==> src/rtl/recv_ctrl_pkg.sv <==
// Shared types for the UART receive controller: FSM states, read-mode encoding
// and the default FIFO depth.
package recv_ctrl_pkg;

    localparam int DEPTH_DEFAULT = 1024;

    typedef enum logic [1:0] {
        ST_IDLE = 2'd0,
        ST_WAIT = 2'd1,
        ST_DONE = 2'd2
    } state_e;

    typedef enum logic {
        MODE_BYTE = 1'b0,
        MODE_WORD = 1'b1
    } mode_e;

    // Byte index of the final capture for a read of the given mode.
    function automatic logic [1:0] last_index(input mode_e mode);
        logic [1:0] idx;
        case (mode)
            MODE_WORD: idx = 2'd3;
            MODE_BYTE: idx = 2'd0;
            default:   idx = 2'd0;
        endcase
        return idx;
    endfunction

endpackage

==> src/rtl/recv_ctrl.sv <==
// Receive controller: pushes UART bytes into an external FIFO, tracks its
// occupancy, and serves byte/word reads to the core from the FIFO head.
module recv_ctrl
    import recv_ctrl_pkg::*;
#(
    parameter int DEPTH = DEPTH_DEFAULT
) (
    input  logic        clk,
    input  logic        rstn,
    input  logic [7:0]  rx_data,
    input  logic        rx_valid,
    output logic [7:0]  fifo_indata,
    output logic        fifo_push,
    output logic        fifo_pop,
    input  logic [7:0]  fifo_outdata,
    input  logic        fifo_empty,
    input  logic        req,
    input  logic        req_word,
    input  logic        abort,
    output logic [31:0] rdata,
    output logic        done,
    output logic        busy,
    output logic        full,
    output logic        overflow,
    input  logic        clr_ovf
);

    localparam int            CW         = $clog2(DEPTH) + 1;
    localparam logic [CW-1:0] FULL_LEVEL = CW'(DEPTH - 1);

    state_e        state_q, state_d;
    mode_e         mode_q, mode_d;
    logic [1:0]    idx_q, idx_d;
    logic [23:0]   lanes_q, lanes_d;
    logic [31:0]   rdata_q, rdata_d;
    logic [CW-1:0] occ_q, occ_d;
    logic          ovf_q, ovf_d;
    logic          take_s, last_s, full_s, push_s, drop_s;

    // A pop frees a slot in the same cycle, so a full FIFO still accepts a byte then.
    assign take_s = (state_q == ST_WAIT) && !fifo_empty && !abort;
    assign last_s = (idx_q == last_index(mode_q));
    assign full_s = (occ_q == FULL_LEVEL);
    assign push_s = rstn && rx_valid && (!full_s || take_s);
    assign drop_s = rx_valid && full_s && !take_s;

    // State register.
    always_ff @(posedge clk or negedge rstn) begin
        if (!rstn) begin
            state_q <= ST_IDLE;
        end else begin
            state_q <= state_d;
        end
    end

    // Next-state logic.
    always_comb begin
        state_d = state_q;
        case (state_q)
            ST_IDLE: begin
                if (req) state_d = ST_WAIT;
                else     state_d = ST_IDLE;
            end
            ST_WAIT: begin
                if (abort)                 state_d = ST_IDLE;
                else if (take_s && last_s) state_d = ST_DONE;
                else                       state_d = ST_WAIT;
            end
            ST_DONE: state_d = ST_IDLE;
            default: state_d = ST_IDLE;
        endcase
    end

    // Read datapath: mode latch, byte lanes and result capture on the last byte.
    always_comb begin
        mode_d  = mode_q;
        idx_d   = idx_q;
        lanes_d = lanes_q;
        rdata_d = rdata_q;
        if ((state_q == ST_IDLE) && req) begin
            mode_d = mode_e'(req_word);
            idx_d  = 2'd0;
        end else if (take_s) begin
            idx_d = idx_q + 2'd1;
            case (idx_q)
                2'd0:    lanes_d[7:0]   = fifo_outdata;
                2'd1:    lanes_d[15:8]  = fifo_outdata;
                2'd2:    lanes_d[23:16] = fifo_outdata;
                default: lanes_d        = lanes_q;
            endcase
            if (last_s) begin
                if (mode_q == MODE_WORD) rdata_d = {fifo_outdata, lanes_q};
                else                     rdata_d = {24'd0, fifo_outdata};
            end else begin
                rdata_d = rdata_q;
            end
        end else begin
            idx_d = idx_q;
        end
    end

    // Occupancy and sticky overflow next-state; a drop beats a clear.
    always_comb begin
        occ_d = occ_q;
        ovf_d = ovf_q;
        if (push_s && !take_s)      occ_d = occ_q + CW'(1);
        else if (!push_s && take_s) occ_d = occ_q - CW'(1);
        else                        occ_d = occ_q;
        if (drop_s)       ovf_d = 1'b1;
        else if (clr_ovf) ovf_d = 1'b0;
        else              ovf_d = ovf_q;
    end

    // Datapath registers.
    always_ff @(posedge clk or negedge rstn) begin
        if (!rstn) begin
            mode_q  <= MODE_BYTE;
            idx_q   <= 2'd0;
            lanes_q <= 24'd0;
            rdata_q <= 32'd0;
            occ_q   <= '0;
            ovf_q   <= 1'b0;
        end else begin
            mode_q  <= mode_d;
            idx_q   <= idx_d;
            lanes_q <= lanes_d;
            rdata_q <= rdata_d;
            occ_q   <= occ_d;
            ovf_q   <= ovf_d;
        end
    end

    // Output decode.
    always_comb begin
        fifo_indata = rx_data;
        fifo_push   = push_s;
        fifo_pop    = take_s;
        rdata       = rdata_q;
        done        = (state_q == ST_DONE);
        busy        = (state_q != ST_IDLE);
        full        = full_s;
        overflow    = ovf_q;
    end

endmodule

==> config.mk <==
export PLATFORM = sky130hd
export DESIGN_NAME = recv_ctrl
export DESIGN_NICKNAME = d
export VERILOG_FILES = /design/src/rtl/recv_ctrl_pkg.sv /design/src/rtl/recv_ctrl.sv
export SDC_FILE = /design/constraint.sdc
export NUM_CORES = 1
export LEC_CHECK = 0
export ABC_AREA = 1
export CELL_PAD_IN_SITES_DETAIL_PLACEMENT = 2
export CELL_PAD_IN_SITES_GLOBAL_PLACEMENT = 2
export CORE_UTILIZATION = 32
export CTS_CLUSTER_DIAMETER = 120
export DETAILED_ROUTE_END_ITERATION = 7
export PLACE_DENSITY_LB_ADDON = 0.1
export SETUP_SLACK_MARGIN = 0.2
export SYNTH_ARGS = -nofsm -noshare
export SYNTH_HDL_FRONTEND = slang
export SYNTH_SLANG_ARGS = --single-unit
==> constraint.sdc <==
create_clock -name clk -period 6.06 [get_ports clk]
set_clock_uncertainty 0.1 [all_clocks]
set_input_delay 1.818 -clock clk [delete_from_list [all_inputs] [get_ports clk]]
set_output_delay 1.818 -clock clk [all_outputs]
set_load 0.01 [all_outputs]
==> metrics.txt <==
Register-to-Register Setup Slack 2.94 ns; Non-Filler Instances 620; number of enable flip-flop cells after synthesis 0; fin util 40.07%; Core Rows 38; CP Max Fanout 9; Power per Cell Area 511.1 nW/um^2; Post-synth top cells 164 x nand2_1, 73 x dfrtp_1, 51 x o21ai_0; async set-or-reset flop fraction in the synthesized netlist 100.0%; initial antenna violation count 0; Wirelength per Cell 15.55 um; # DRC 0; first-pass GRT wire length 16570 um; syn_area_per_cell 8.268 um^2; kind of critical path in -> out; Tot GR Track Use 18.72%; Die Width 107.5 um; # diodes 0; unrepaired setup endpoints after global routing no; hpwl dp 6872 um; Power Total 2220 uW; HP Class reg -> reg; share of post-route cells with drive strength above 1 7.500%; Distinct cells, synth 27; Final Max Tran Viols 0; simple-gate portion of the synthesized area 24.51%; Final Cycle Share 89.65%; dpl cells 604; CTS resizes 0; Die Ht 107.5 um; vias in the first global route 3278; num ports 70; pin count of the biggest net entering global routing 65; area leader, netlist dfrtp_1; critical path's slowest cell clkdlybuf4s50_1; CP Data Required Time 4.14 ns; Crit path largest cell delay 0.58 ns; DP Area 4140 um^2; Clock Latency Late Sink 0.36 ns; maximum VDD drop 162.6 uV; Synth area leaders dfrtp_1 51%, nand2_1 17%, o21ai_0 7.2%; Final TNS setup 0 ns; Worst-Margin Slew 0.9587 ns; max cap viols 0; Core Area 10840 um^2; cts bufs inserted 9; met2 Track Usage GR 29.35%; final worst path period need 5.433 ns; status complete, no violations; area of the multi-input gates 1475 um^2; crit-path cells clkdlybuf4s50_1, nor2_2, nand2_2, nor2_8, nor2_1, nor2_1, clkdlybuf4s50_1; global routing usage on met3 3.269%; synthesis-stage register bit count 73; count leader, synth nand2_1; Synth Area in Compound Gates 10.46%; Synth Area in Adders 5.126%; FF+latch area 1827 um^2; Post-CTS Setup Inserts 0; total gr overflow 0; Detailed Routing Iterations Pass 1 4; post-synthesis mux area share 0.3160%; Synth Instances 431; Antenna Violating Nets Remaining 0; initial DRC count 88; share of the synthesized area in the top cell type 51.26%; filler instances 1235; Area Overhead vs Synth 21.91%; CP Launch Type input port; Post-CTS Hold Buffers 0; endpoint class of the critical path output port; Synthesized Nets 469; Nets 513; initial core utilization 32.87%; Static Leak 0.002085 uW; Root Buffer clkbuf_8; Reg clk slew, reported paths 0.07 ns; total wire length 9639 um; Yosys warnings 0; gr busiest metal met2; Die ar. 11560 um^2; CP Buf/Inv Count 2; fmax 0.1841 GHz; GPL Wtd Cong 0.7337; fin area 4344 um^2; XOR/XNOR Fraction of Synth Area 0.9831%; Crit path max-delay family buffers and inverters; WP data arrival 3.51 ns; via-per-instance ratio 4.755; Synth Flop Type dfrtp_1; CTS HTree Levels 3; M1 GR Usage 25.95%; largest family of logic cells by synthesized area simple AND/OR/NAND/NOR gates; register area share after synthesis 51.26%; synthesized cell area 3563 um^2; Finish-stage setup viols 0; Max-slew headroom 35.86%; DR vias 2948; clock sinks 73; PortBufs 53; Hold Vio Cnt, Final 0; CTS tree yes; buffer depth of the longest clock path 2
-- stage by stage --
step	hold slack (ns)	worst slack [ns]
2_1_floorplan	0.3534	1.688
3_3_place_gp	0.3660	0.7486
3_5_place_dp	0.3709	0.6553
4_1_cts	0.3924	0.6036
5_1_grt	0.4202	0.4912
6_report	0.3856	0.6271
-- flip-flops by register name (all words and copies together) (netlist names) --
| name | flops |
|---|---|
| occ_q | 11 |
| idx_q | 2 |
| lanes_q | 24 |
| rdata | 32 |
| state_q | 2 |
| mode_q | 1 |
| overflow | 1 |
-- worst min-delay path, delay by kind of cell, from the launching register on --
| family | cells | cell delay (ns) |
|---|---|---|
| AOI/OAI and AO/OA | 1 | 0.05 |
| DFF | 1 | 0.34 |
| and+or+nand+nor | 1 | 0.06 |
-- power breakdown --
part	internal, uW	leakage [uW]	switching (uW)
Sequential	699	0.000953	140
Clock	203	0.000107	197
Combinational	425	0.00103	556
-- area by class of cell --
cell class                 instances  share of cell area (%)
inverter                          32                   2.765
clock buffer                      10                   3.168
sequential                        73                   42.05
clock inverter                     6                   1.526
tap                              140                   4.032
timing repair buffer              55                   12.50
multi-input combinational        304                   33.96
-- worst paths after layout --
path	start	to	depth (start not counted)
max	abort	fifo_push	7
max in group asynchronous	rstn	rdata[12]$_DFFE_PN0P_	2
min reg2reg	rdata[9]$_DFFE_PN0P_	rdata[9]$_DFFE_PN0P_	2
min	rdata[9]$_DFFE_PN0P_	rdata[9]$_DFFE_PN0P_	2
max reg2reg	occ_q[4]$_DFFE_PN0P_	occ_q[8]$_DFFE_PN0P_	14
min in group asynchronous	rstn	occ_q[10]$_DFFE_PN0P_	1
-- metal layers --
metal	vias to the layer above	part of all wire (%)
li1	1446	-
met1	1444	51
met2	48	45
met3	10	2.6
met4	0	1.4
met5	-	0
-- cell usage in the layout, fill, tap and decap left out --
cell             instances
nand2_1                164
nor2_8                   1
nand4_1                  2
dfrtp_1                 73
a21oi_1                  7
o21ai_1                  6
xor2_1                   2
nand3_2                  1
clkinv_4                 2
nand3b_1                 2
o21ai_2                  6
o21ai_0                 51
xnor2_1                  2
clkinv_1                 1
nand2_2                  5
inv_1                   29
inv_2                    2
bufinv_16                1
inv_6                    1
ha_1                    13
nor2_2                   1
clkinv_2                 2
clkdlybuf4s50_1         52
nor2_1                  26
nand3_1                 13
buf_4                    3
clkbuf_8                10
mux2_2                   1
fa_1                     1
-- cell families after synthesis --
| group | Yosys count |
|---|---|
| and+or+nand+nor | 215 |
| DFF | 73 |
| xor gates and xnor gates | 4 |
| muxes | 1 |
| adders and majority gates | 14 |
| AOI/OAI and AO/OA | 70 |
| buffers and inverters | 54 |
(Power assumes the default switching activity.)
